File: src/rtl/led_seq_pkg.sv
// Shared definitions for the LED sequencer: mode encodings, pattern lengths,
// LED width, and the pure pattern decode used by the controller.
package led_seq_pkg;

    localparam int LED_W  = 8;
    localparam int STEP_W = 4;

    typedef enum logic [1:0] {
        FILL_UP = 2'd0,
        FILL_DN = 2'd1,
        CHASE   = 2'd2,
        BLINK   = 2'd3
    } mode_t;

    localparam logic [STEP_W-1:0] LEN_FILL_UP = 4'd9;
    localparam logic [STEP_W-1:0] LEN_FILL_DN = 4'd9;
    localparam logic [STEP_W-1:0] LEN_CHASE   = 4'd8;
    localparam logic [STEP_W-1:0] LEN_BLINK   = 4'd8;

    // Number of steps in the pattern of a given mode
    function automatic logic [STEP_W-1:0] pattern_len(input mode_t m);
        case (m)
            FILL_UP: pattern_len = LEN_FILL_UP;
            FILL_DN: pattern_len = LEN_FILL_DN;
            CHASE:   pattern_len = LEN_CHASE;
            default: pattern_len = LEN_BLINK;
        endcase
    endfunction

    // Modes rotate FILL_UP -> FILL_DN -> CHASE -> BLINK -> FILL_UP
    function automatic mode_t next_mode(input mode_t m);
        next_mode = mode_t'(m + 2'd1);
    endfunction

    // LED image for a mode/step pair; steps beyond a mode's length never occur
    function automatic logic [LED_W-1:0] pattern(input mode_t m, input logic [STEP_W-1:0] s);
        case (m)
            FILL_UP: pattern = 8'hFF >> (4'd8 - s);
            FILL_DN: pattern = ~(8'hFF >> s);
            CHASE:   pattern = 8'h01 << s;
            default: pattern = s[0] ? 8'hFF : 8'h00;
        endcase
    endfunction

endpackage

File: src/rtl/led_seq_ctrl_tick_gen.sv
// Prescaler for the LED sequencer: counts 0..DIV-1 while enabled and
// emits a tick during the last count. Clearing restarts the step period.
module tick_gen #(
    parameter int DIV = 25000000
) (
    input  logic clki,
    input  logic rs,
    input  logic en,
    input  logic clr,
    output logic tick
);

    localparam int CW = (DIV > 1) ? $clog2(DIV) : 1;
    localparam logic [CW-1:0] LAST = CW'(DIV - 1);

    logic [CW-1:0] pcnt;

    // Prescale counter: clear wins, otherwise advance and wrap only when enabled
    always_ff @(posedge clki or negedge rs) begin
        if (!rs) begin
            pcnt <= '0;
        end else if (clr) begin
            pcnt <= '0;
        end else if (en) begin
            pcnt <= (pcnt == LAST) ? '0 : pcnt + CW'(1);
        end
    end

    assign tick = en && (pcnt == LAST);

endmodule

File: src/rtl/led_seq_ctrl.sv
// LED sequence controller: steps through one of four 8-bit patterns at a
// prescaled rate, advancing the mode on a button pulse or, optionally,
// automatically at the end of each pattern cycle.
module led_seq_ctrl
    import led_seq_pkg::*;
#(
    parameter int DIV  = 25000000,
    parameter int AUTO = 1
) (
    input  logic             clki,
    input  logic             rs,
    input  logic             btn_next,
    input  logic             pause,
    output logic [LED_W-1:0] led,
    output logic [1:0]       mode,
    output logic             step_tick,
    output logic             cycle_done
);

    mode_t              mode_q;
    logic [STEP_W-1:0]  step;
    logic               tick;

    // A button press restarts the step period so the new mode gets a full first step
    tick_gen #(
        .DIV (DIV)
    ) u_tick_gen (
        .clki (clki),
        .rs   (rs),
        .en   (!pause),
        .clr  (btn_next),
        .tick (tick)
    );

    // Mode/step FSM with led and pulses registered on the same edge as the state
    always_ff @(posedge clki or negedge rs) begin
        if (!rs) begin
            mode_q     <= FILL_UP;
            step       <= '0;
            led        <= '0;
            step_tick  <= 1'b0;
            cycle_done <= 1'b0;
        end else if (btn_next) begin
            mode_q     <= next_mode(mode_q);
            step       <= '0;
            led        <= pattern(next_mode(mode_q), '0);
            step_tick  <= 1'b0;
            cycle_done <= 1'b0;
        end else if (tick) begin
            step_tick <= 1'b1;
            if (step == pattern_len(mode_q) - 4'd1) begin
                step       <= '0;
                cycle_done <= 1'b1;
                if (AUTO != 0) begin
                    mode_q <= next_mode(mode_q);
                    led    <= pattern(next_mode(mode_q), '0);
                end else begin
                    led    <= pattern(mode_q, '0);
                end
            end else begin
                step       <= step + 4'd1;
                led        <= pattern(mode_q, step + 4'd1);
                cycle_done <= 1'b0;
            end
        end else begin
            step_tick  <= 1'b0;
            cycle_done <= 1'b0;
        end
    end

    assign mode = mode_q;

endmodule

File: config.mk
export PLATFORM = sky130hd
export DESIGN_NAME = led_seq_ctrl
export DESIGN_NICKNAME = d
export VERILOG_FILES = /design/src/rtl/led_seq_pkg.sv /design/src/rtl/led_seq_ctrl_tick_gen.sv /design/src/rtl/led_seq_ctrl.sv
export SDC_FILE = /design/constraint.sdc
export NUM_CORES = 1
export LEC_CHECK = 0
export BUFFER_PORTS_ARGS = -buffer_cell sky130_fd_sc_hd__buf_4
export CAP_MARGIN = 5
export CORE_MARGIN = 2
export CORE_UTILIZATION = 50
export CTS_CLUSTER_DIAMETER = 200
export CTS_CLUSTER_SIZE = 40
export DETAILED_ROUTE_END_ITERATION = 16
export GPL_TIMING_DRIVEN = 0
export PLACE_DENSITY = 0.69
export SLEW_MARGIN = 20
export SYNTH_ARGS = -nofsm -noshare
export SYNTH_HDL_FRONTEND = slang
export SYNTH_SLANG_ARGS = --single-unit
File: constraint.sdc
create_clock -name clki -period 2.36 [get_ports clki]
set_clock_uncertainty 0.15 [all_clocks]
set_input_delay 0 -clock clki [delete_from_list [all_inputs] [get_ports clki]]
set_output_delay 0 -clock clki [all_outputs]
set_load 0.02 [all_outputs]
[Word-level counts from Yosys, hierarchy flattened]
Cells that the tools add are included.
Storage, ports and cells
  register bits: 41
  input port bits: 4
  output and inout bits: 12
Cells by class
  add/sub/neg operators: 5
  equality and inequality tests: 6
  shift-type cells: 3
  multiplexer cells: 23
  bitwise gates (word level): 1
  reduce and logical (&&, ||, !) cells: 7
Operators with widths (count)
  2-to-1 mux 25 bit: 3
  2-to-1 mux 8 bit: 4
  adder 25 x 1 -> 25 bit, second input constant: 1
  equality test 25 bit, second input constant: 1
  case mux 8 bit (3 select lines): 1
  2-to-1 mux 4 bit: 5
  >> shifter 8 x 4 -> 8 bit, first input constant: 2
  NOT 8 bit: 1
  << shifter 1 x 4 -> 8 bit, first input constant: 1
  2-to-1 mux 1 bit: 7
  2-to-1 mux 2 bit: 3
  adder 4 x 1 -> 4 bit, second input constant: 1
  equality test 2 bit, second input constant: 2
  equality test 4 bit: 1
  nonzero test 2 bit: 2
  subtractor 4 x 1 -> 4 bit, second input constant: 1
  subtractor 4 bit, first input constant: 1
  adder 2 x 1 -> 2 bit, second input constant: 1
  equality test 2 x 1 -> 1 bit, second input constant: 1
  zero test 2 bit: 1
  inequality test 2 bit, second input constant: 1
  AND reduction 2 bit: 1
  OR reduction 2 bit: 1
  logical AND 1 bit: 1
  zero test 1 bit: 1

[Longest topological paths before layout]
Gate-level depths: netlist (run 1).
  depth after elaboration: 10
  gate-level depth with buffers: 8

[By module]
A second synthesis (run 1) with hierarchy kept.
Second synthesis, totals
  cell total of the unflattened synthesis: 293
  area, all modules: 2662.6 um^2
By module, submodules not included
  tick_gen: instances 1, cells an instance 169, area each 1508.9 um^2
  led_seq_ctrl: instances 1, cells an instance 124, area each 1153.6 um^2

[Worst setup path before layout (run 1)]
Ideal clock, no wire load.
  path kind: register to register
  start point: register mode_q[1], in the netlist mode[1]
  end point: register mode_q[1], in the netlist mode[1]
  arrival: 2.055 ns
  data required time: 2.082 ns
  setup slack: 0.028 ns
  cell stages (with the launch flop): 8
  cells stage by stage: dfrtp_1 -> inv_1 -> ha_1 -> clkbuf_1 -> or2_2 -> a221o_1 -> nand2_1 -> mux2_1
Between the ends
  word-level cells in the longest chain between the ends: 9
  elaborated cells on any way between the ends: 14
RTL lines
  start, declared: RTL line led_seq_ctrl.sv:20  | mode_t mode_q;
  start signal, assigned: RTL line led_seq_ctrl.sv:44  | mode_q <= next_mode(mode_q);
  start signal, assigned: RTL line led_seq_ctrl.sv:55  | mode_q <= next_mode(mode_q);
  equality test 2 x 1 -> 1 bit or zero test 2 bit (tied branches): RTL line led_seq_pkg.sv:22  | case (m)
  OR reduction 2 bit (no line)
  2-to-1 mux 1 bit: RTL line led_seq_pkg.sv:22
  2-to-1 mux 4 bit: RTL line led_seq_ctrl.sv:49  | end else if (tick) begin
  2-to-1 mux 4 bit: RTL line led_seq_ctrl.sv:43  | end else if (btn_next) begin
  subtractor 4 x 1 -> 4 bit: RTL line led_seq_ctrl.sv:51  | if (step == pattern_len(mode_q) - 4'd1) begin
  equality test 4 bit: RTL line led_seq_ctrl.sv:51
  nonzero test 2 bit (no line)
  AND reduction 2 bit (no line)
Several ways; a longest one is shown, not always the timed one. The select of a mux whose other input is x is not followed.
A chain may end at the register's enable or synchronous reset.

[Final worst setup path (run 1)]
  start point: register u_tick_gen.pcnt[15]
  end point: register led[6]
Between the ends
  word-level cells in the longest chain between the ends: 3
RTL lines
  start, declared: RTL line led_seq_ctrl_tick_gen.sv:16  | logic [CW-1:0] pcnt;
  start signal, assigned: RTL line led_seq_ctrl_tick_gen.sv:25  | pcnt <= (pcnt == LAST) ? '0 : pcnt + CW'(1);
  equality test 25 bit: RTL line led_seq_ctrl_tick_gen.sv:29  | assign tick = en && (pcnt == LAST);
  logical AND 1 bit: RTL line led_seq_ctrl_tick_gen.sv:29
  nonzero test 2 bit (no line)
  end signal, assigned: RTL line led_seq_ctrl.sv:46  | led <= pattern(next_mode(mode_q), '0);
  end signal, assigned: RTL line led_seq_ctrl.sv:56  | led <= pattern(next_mode(mode_q), '0);
  end signal, assigned: RTL line led_seq_ctrl.sv:58  | led <= pattern(mode_q, '0);
  end, declared: RTL line led_seq_ctrl.sv:14  | output logic [LED_W-1:0] led,
No other way between the ends.

==> impl_metrics.tcl, run 1 <==
set metrics [dict create \
    hold_viol 0 \
    initial_core_util 0.527 \
    syn_area_sq_mm 0.00252 \
    h-tree-depth 2 \
    period_needed_ns 2.28 \
    maxSlewViolCount 0 \
    hold_class "in -> async" \
    synth_seq_cells 41 \
    worstReg2RegStart "u_tick_gen.pcnt[15]" \
    vias_per_cell 5.85 \
    worstPathMaxFanout 7 \
    syn_avg_cell_area_sq_um 9.44 \
    gp_congestion 0.917 \
    cts_buffer_depth 2 \
    leakagePower_nw 1.29 \
    drtIter0Drc 152 \
    grt_pass1_wl_mm 9.04 \
    grt_pass1_vias 1904 \
    path_cells "nor4b_4 > nand3_2 > or4_4 > and2_1 > buf_6 > a22o_1" \
    placedCellCount 347 \
    synth-edff-count 0 \
    drt_pass1_iterations 5 \
    max_stage_delay_ns 0.57 \
    num-fill-cells 428 \
    die_x_um 75.0 \
    netlist_instances 267 \
    synth_common_cells "41 x dfrtp_1, 29 x nor2_1, 23 x nand3_1, 16 x nand2_1" \
    clkSinkCount 41 \
    drc 0 \
    setup_violations 0 \
    fmax_mhz 439 \
    cpMaxStageDelayCell "or4_4" \
    port_buffers 13 \
    startpoint_type "flop" \
    postRouteAntennaNets 0 \
    pre_cts_ws_ns -0.297 \
    cp.arrival_ns 2.31 \
    cp-endpoint "led[6]" \
    post-route-period-util 0.966 \
    numCtsBuffers 5 \
    root_buffer "clkbuf_8" \
    wire_per_inst_um 15.3 \
    ir_worst_vdd_mv 0.555 \
    critPathKind "reg -> reg" \
    yosysWarnings 0 \
    worst_pin_slew_ns 0.673 \
    n_antenna_cell 0 \
    nets 316 \
    clock_latency_ns 0.31 \
    whs_ns 0.0540 \
    synth_ff_type "dfrtp_1" \
    finalPower_mw 1.88 \
    slew_headroom 0.548 \
    status "complete, no violations" \
    synth_top_area_frac 0.407 \
    wl_mm 5.60 \
    die_h_um 75.0 \
    yosysUniqueCellTypes 48 \
    final_cells 365 \
    regToRegSetupSlack_ns 0.08 \
    grt_max_degree 42 \
    path_depth 6 \
    vias 2136 \
    crit_start "u_tick_gen.pcnt[15]" \
    crit_buf_inv 1 \
    cp.required_ns 2.39 \
    cp_top_family "simple AND/OR/NAND/NOR gates" \
    cp-end-kind "flop" \
    syn_to_final_growth_pct 17.0 \
    grtUsageTotal 0.210 \
    drive_above_1_share 0.195 \
    dieArea_sq_mm 0.00563 \
    placementRows 25 \
    synth_most_common_cell "dfrtp_1" \
    core_sq_mm 0.00479 \
    async_flop_share 1.00 \
    syn_nets 286 \
    overflow 0 \
    ys_seq_area_frac 0.407 \
    rr_endpoint "led[6]" \
    ys_top_cells_by_area "dfrtp_1 41%, ha_1 7.4%, xor2_1 5.2%" \
    io_pins 16 \
    antenna_found_initial 0 \
    path_clk_slew_ns 0.08 \
    yosysTopAreaCell "dfrtp_1" \
    reg2regPathDepth 6 \
    setup_ws_ns 0.0814 \
    p_per_area_mw_per_mm2 637 \
    drv_cap 0 \
    cts_tree "yes" \
    hpwlAfterDp_mm 3.85 \
]
[power by group]
part           leakage, nW  total, mW  switching [mW]  internal [mW]
clock               0.0439      0.467           0.263          0.204
combinational        0.690      0.631           0.370          0.260
sequential           0.557      0.781          0.0434          0.738
total                 1.29       1.88           0.677           1.20
[through the flow]
step / area [sq um] / TNS (ns) / util
final: 2950 / 0 / 0.616
after global routing: 2950 / -0.0114 / 0.616
after CTS: 2860 / 0 / 0.597
after detailed placement: 2700 / -1.26 / 0.565
after global placement: 2700 / -1.00 / 0.565
after floorplan: 2520 / 0 / -
[worst reg2reg max path: cells and delay by family (launching register included)]
family,cells,cell delay [ns]
simple gates,4,1.23
flops,1,0.45
compound gates,1,0.22
buf+inv,1,0.13
[sequential cells by signal, summed over array words and instances, names as in the netlist]
register / count
cycle_done: 1
led: 8
mode: 2
step: 4
step_tick: 1
u_tick_gen.pcnt: 25
[cell usage in the layout, fill, tap and decap left out, types with 2 or more instances in the layout]
cell type,Yosys,routed
o21ai_0,7,7
or4_1,2,2
and2_1,2,2
xor2_1,15,15
buf_4,0,21
clkbuf_1,6,5
inv_1,13,13
a31oi_1,2,2
clkinv_2,0,2
clkbuf_8,0,5
nor2b_1,5,5
nor2_1,29,29
nand2_1,16,15
or4_4,2,2
nor3_1,9,7
o211ai_1,2,2
ha_2,0,2
or2_2,2,2
xnor2_1,9,9
dfrtp_1,41,36
a31o_2,2,2
o311ai_2,0,2
a21oi_1,5,5
dlygate4sd3_1,0,3
dfrtp_2,0,5
a22o_1,7,7
nor4_1,2,2
nor3_2,0,2
ha_1,15,12
nand3_2,2,2
and3_1,8,8
nand3_1,23,23
nand4_1,14,14
nand3b_1,3,3
[timing repair]
action | 4_1_cts | 5_1_grt
hold buffers | 3 | 0
buffers inserted | 1 | 7
resized for setup | 8 | 11
endpoints found under the setup margin | 29 | 34
endpoints found under the hold margin | 44 | 0
pin swaps | 1 | 2
[per-layer routing]
layer / vias to the layer above / GRT usage / wire (um)
li1: 1016 / - / -
met3: 10 / 0.0643 / 424
met2: 81 / 0.294 / 2400
met4: 0 / 0.0675 / 77
met5: - / 0 / 0
met1: 1029 / 0.307 / 2700
[final cells by class]
cell class / instances / area, sq um / area share
Tap cell: 67 / 83.8 / 0.0284
Timing Repair Buffer: 24 / 188 / 0.0636
Clock buffer: 5 / 68.8 / 0.0233
Buffer: 9 / 46.3 / 0.0157
Inverter: 13 / 48.8 / 0.0165
Multi-Input combinational cell: 203 / 1460 / 0.496
Sequential cell: 41 / 1030 / 0.350
Clock inverter: 3 / 17.5 / 0.00594
[how the worst min path moves through the flow]
stage                                endpoint  slack [ns]  cells after the start
after detailed placement  u_tick_gen.pcnt[17]       -0.14                      1
final                     u_tick_gen.pcnt[16]        0.05                      2
after CTS                             mode[1]        0.07                      2
after floorplan                    cycle_done       -0.45                      0
after global routing                  mode[1]        0.11                      2
after global placement    u_tick_gen.pcnt[17]       -0.14                      1
[cell families after synthesis]
logic type	share of synthesized area
simple gates	0.265
mux	0.00844
flops	0.407
xor+xnor	0.0923
buf+inv	0.0382
fa+ha+maj	0.0744
compound gates	0.115
Note: power is estimated with default switching activity, not from simulation.
==> run 2, diff against run 1 <==
==> constraint.sdc (replaced) <==
create_clock -name clki -period 2.36 [get_ports clki]
set_clock_uncertainty 0.15 [all_clocks]
set_input_delay 0.354 -clock clki [delete_from_list [all_inputs] [get_ports clki]]
set_output_delay 0.354 -clock clki [all_outputs]
set_load 0.02 [all_outputs]
==> impl_metrics.tcl, run 2 (synthesis gave the netlist of run 1 again) <==
set metrics [dict create \
    hold_viol 0 \
    critPathKind "reg -> reg" \
    clock_latency_ns 0.30 \
    n_antenna_cell 0 \
    vias_per_cell 5.74 \
    syn_to_final_growth_pct 15.7 \
    drc 0 \
    drt_pass1_iterations 4 \
    cp-endpoint "led[6]" \
    root_buffer "clkbuf_8" \
    period_needed_ns 2.29 \
    post-route-period-util 0.972 \
    die_h_um 75.0 \
    worstReg2RegStart "u_tick_gen.pcnt[9]" \
    reg_top3 "u_tick_gen.pcnt: 25 flops, led: 8 flops, step: 4 flops" \
    slew_headroom 0.364 \
    rsz0062_at_grt "true" \
    worstPathMaxFanout 7 \
    final_util 0.610 \
    io_pins 16 \
    crit_start "u_tick_gen.pcnt[9]" \
    regToRegSetupSlack_ns 0.07 \
    grtUsageTotal 0.209 \
    cp-end-kind "flop" \
    core_sq_mm 0.00479 \
    cts_buffer_depth 2 \
    drive_above_1_share 0.192 \
    placementRows 25 \
    leakagePower_nw 1.29 \
    largest_reg_flops 25 \
    wl_mm 5.52 \
    finalPower_mw 1.87 \
    setup_tns_ns 0 \
    gp_congestion 0.917 \
    overflow 0 \
    port_buffers 13 \
    reg2regPathDepth 6 \
    hpwlAfterDp_mm 3.85 \
    cts_tree "yes" \
    grt_pass1_vias 1898 \
    status "complete, no violations" \
    startpoint_type "flop" \
    wire_per_inst_um 15.2 \
    worst_pin_slew_ns 0.947 \
    rr_endpoint "led[6]" \
    largest-register "u_tick_gen.pcnt" \
    path_clk_slew_ns 0.08 \
    dpl_cell_area_sq_mm 0.00270 \
    hold_class "in -> reg" \
    initial_core_util 0.527 \
    h-tree-depth 2 \
    pre_cts_ws_ns -0.297 \
    cp.arrival_ns 2.33 \
    grt_pass1_wl_mm 9.02 \
    clkSinkCount 41 \
    numCtsBuffers 5 \
    final_cell_mix "36 x dfrtp_1, 29 x nor2_1, 23 x nand3_1, 22 x buf_4" \
    drv_cap 0 \
    postRouteAntennaNets 0 \
    dieArea_sq_mm 0.00563 \
    nets 315 \
    final_common_cell "dfrtp_1" \
    vias 2088 \
    setup_violations 0 \
    setup_ws_ns 0.0656 \
    fmax_mhz 436 \
    p_per_area_mw_per_mm2 642 \
    grt_max_degree 42 \
    cp.required_ns 2.39 \
    maxSlewViolCount 0 \
    ir_worst_vdd_mv 0.554 \
    stdcell_area_sq_mm 0.00292 \
    die_x_um 75.0 \
    antenna_found_initial 0 \
    drtIter0Drc 156 \
]
-- run 2: cell count changes in the layout (fill, tap and decap cells not counted) --
cell,delta
nor4b_4,-1
nor3_1,+2
nor3_2,-2
nor4b_2,+1
dlygate4sd3_1,-2
buf_4,+1
-- run 2: per-stage QoR --
step | hold slack (ns) | std cells
2_1_floorplan | -0.0916 | 267
3_3_place_gp | 0.215 | 347
3_5_place_dp | 0.217 | 347
4_1_cts | 0.292 | 356
5_1_grt | 0.313 | 364
6_report | 0.274 | 364
-- run 2: worst min path at each step --
stage / cells past startpoint / slack [ns] / endpoint / start
floorplan: 0 / -0.09 / cycle_done / rs
finish: 3 / 0.27 / u_tick_gen.pcnt[1] / pause
CTS: 3 / 0.29 / u_tick_gen.pcnt[1] / pause
global placement: 1 / 0.22 / u_tick_gen.pcnt[17] / rs
global route: 3 / 0.31 / u_tick_gen.pcnt[1] / pause
detailed placement: 1 / 0.22 / u_tick_gen.pcnt[17] / rs
-- run 2: report_power, final --
group          leakage [nW]  internal (mW)  switching, mW
Sequential            0.557          0.738         0.0436
Combinational         0.687          0.261          0.367
Clock                0.0439          0.204          0.260
-- run 2: per-layer routing --
metal / track usage / share of wire / vias up
met5: 0 / 0 / -
met4: 0.0675 / 0.013 / 0
met3: 0.0643 / 0.072 / 9
met2: 0.292 / 0.42 / 76
met1: 0.307 / 0.49 / 992
li1: - / - / 1011
-- run 2: layout make-up --
cell class | count | area, sq um
Fill cell | 436 | 1870
Sequential cell | 41 | 1030
Tap cell | 67 | 83.8
Multi-Input combinational cell | 203 | 1450
Inverter | 13 | 48.8
Clock buffer | 5 | 68.8
Buffer | 9 | 46.3
Clock inverter | 3 | 17.5
Timing Repair Buffer | 23 | 175
-- run 2: critical path, stage by stage, from the launching register on --
cell and delay [ns]:
dfrtp_2 0.44, and4bb_2 0.34, nand3_2 0.14, or4_4 0.58, and2_1 0.19, buf_6 0.13
a22o_1 0.22
-- run 2: repair_timing --
action / CTS / global route
pin swaps: 1 / 1
hold buffers: 1 / 0
setup buffers: 1 / 8
setup endpoints to repair: 29 / 33
resized for setup: 8 / 8
gates cloned: 0 / 0
endpoints found under the hold margin: 41 / 0
==> run 3, diff against run 2 <==
PLACE_DENSITY = 0.7   (was 0.69)
==> impl_metrics.tcl, run 3 (synthesis gave the netlist of run 1 again) <==
set metrics [dict create \
    vias_per_cell 5.79 \
    reg_top3 "u_tick_gen.pcnt: 25 flops, led: 8 flops, step: 4 flops" \
    port_buffers 13 \
    final_common_cell "dfrtp_1" \
    n_antenna_cell 0 \
    ir_worst_vdd_mv 0.512 \
    drv_cap 0 \
    setup_violations 0 \
    h-tree-depth 2 \
    maxSlewViolCount 0 \
    p_per_area_mw_per_mm2 655 \
    overflow 0 \
    grtUsageTotal 0.212 \
    initial_core_util 0.527 \
    worstPathMaxFanout 7 \
    stdcell_area_sq_mm 0.00285 \
    largest_reg_flops 25 \
    core_sq_mm 0.00479 \
    min_from "pause" \
    path_clk_slew_ns 0.09 \
    hold_depth 3 \
    hpwlAfterDp_mm 3.92 \
    cp-end-kind "flop" \
    wire_per_inst_um 15.3 \
    dr_wl_met2_mm 2.41 \
    startpoint_type "flop" \
    critPathKind "reg -> reg" \
    clkSinkCount 41 \
    io_pins 16 \
    placementRows 25 \
    gp_congestion 0.890 \
    die_x_um 75.0 \
    grt_max_degree 42 \
    rsz0062_at_grt "true" \
    met3_length_um 286 \
    status "complete, no violations" \
    met1_length_mm 2.72 \
    drt_pass1_iterations 4 \
    worstReg2RegStart "u_tick_gen.pcnt[9]" \
    grt_pass1_vias 1864 \
    hold_viol 0 \
    setup_tns_ns 0 \
    post-route-period-util 0.985 \
    syn_to_final_growth_pct 13.2 \
    postRouteAntennaNets 0 \
    cp.arrival_ns 2.36 \
    die_h_um 75.0 \
    worst_pin_slew_ns 0.978 \
    fmax_mhz 430 \
    clock_latency_ns 0.30 \
    largest-register "u_tick_gen.pcnt" \
    reg2regPathDepth 6 \
    cts_tree "yes" \
    root_buffer "clkbuf_8" \
    final_cell_mix "38 x dfrtp_1, 29 x nor2_1, 23 x nand3_1, 16 x nand2_1" \
    leakagePower_nw 1.25 \
    drtIter0Drc 166 \
    hold_class "in -> reg" \
    numCtsBuffers 5 \
    antenna_found_initial 0 \
    drive_above_1_share 0.159 \
    cp.required_ns 2.40 \
    slew_headroom 0.343 \
    period_needed_ns 2.32 \
    grt_pass1_wl_mm 9.03 \
    nets 307 \
    dieArea_sq_mm 0.00563 \
    rr_endpoint "led[2]" \
    drc 0 \
    regToRegSetupSlack_ns 0.04 \
    vias 2063 \
    wl_mm 5.46 \
    whs_endpoint "u_tick_gen.pcnt[1]" \
    top_layer "met4" \
    cts_buffer_depth 2 \
    dpl_cell_area_sq_mm 0.00270 \
]
## run 3: layout make-up
type	count	area [sq um]
timing repair buffer	15	115
buffer	9	47.5
sequential	41	1030
multi-input combinational	203	1440
fill	433	1930
tap	67	83.8
inverter	13	48.8
clock buffer	5	68.8
clock inverter	3	25.0
## run 3: power by group
group	total, mW	internal, mW	switching [mW]
logic	0.601	0.247	0.355
registers	0.783	0.737	0.0457
clock network	0.486	0.214	0.273
total	1.87	1.20	0.673
## run 3: repair_timing
item,CTS,global route
setup endpoints to repair,20,31
buffers inserted,0,1
pin swaps,0,1
gates resized for setup,8,7
hold endpoints to repair,41,0
hold buffers,1,0
## run 3: through the flow
stage          utilization  setup slack (ns)  cells  hold WS, ns  total power [mW]
2_1_floorplan            -            0.0278    267      -0.0916              1.19
3_3_place_gp         0.565            -0.228    347        0.214              1.35
3_5_place_dp         0.565            -0.265    347        0.221              1.36
4_1_cts              0.593            0.0198    355        0.305              1.87
5_1_grt              0.596           -0.0603    356        0.331              1.98
6_report             0.596            0.0353    356        0.288              1.87
## run 3: per-layer routing
layer  up-vias  GRT usage
met5         -          0
met1       997      0.311
li1       1002          -
met2        59      0.313
met3         5     0.0442
met4         0     0.0694
## run 3: how the worst max path moves through the flow
stage	cells after the start	slack, ns	startpoint	end
5_1_grt	6	-0.06	u_tick_gen.pcnt[0]	u_tick_gen.pcnt[24]
6_report	6	0.04	u_tick_gen.pcnt[9]	led[2]
4_1_cts	6	0.02	u_tick_gen.pcnt[9]	led[2]
3_3_place_gp	7	-0.23	step[0]	led[5]
2_1_floorplan	7	0.03	mode[1]	mode[1]
3_5_place_dp	7	-0.26	step[0]	led[5]
## run 3: critical path, cell delays in order, from the launching register on
cell and delay (ns):
dfrtp_2 0.46, and4bb_2 0.34, nand3_2 0.14, or4_4 0.58, and2_1 0.18, buf_6 0.13
a22o_1 0.22
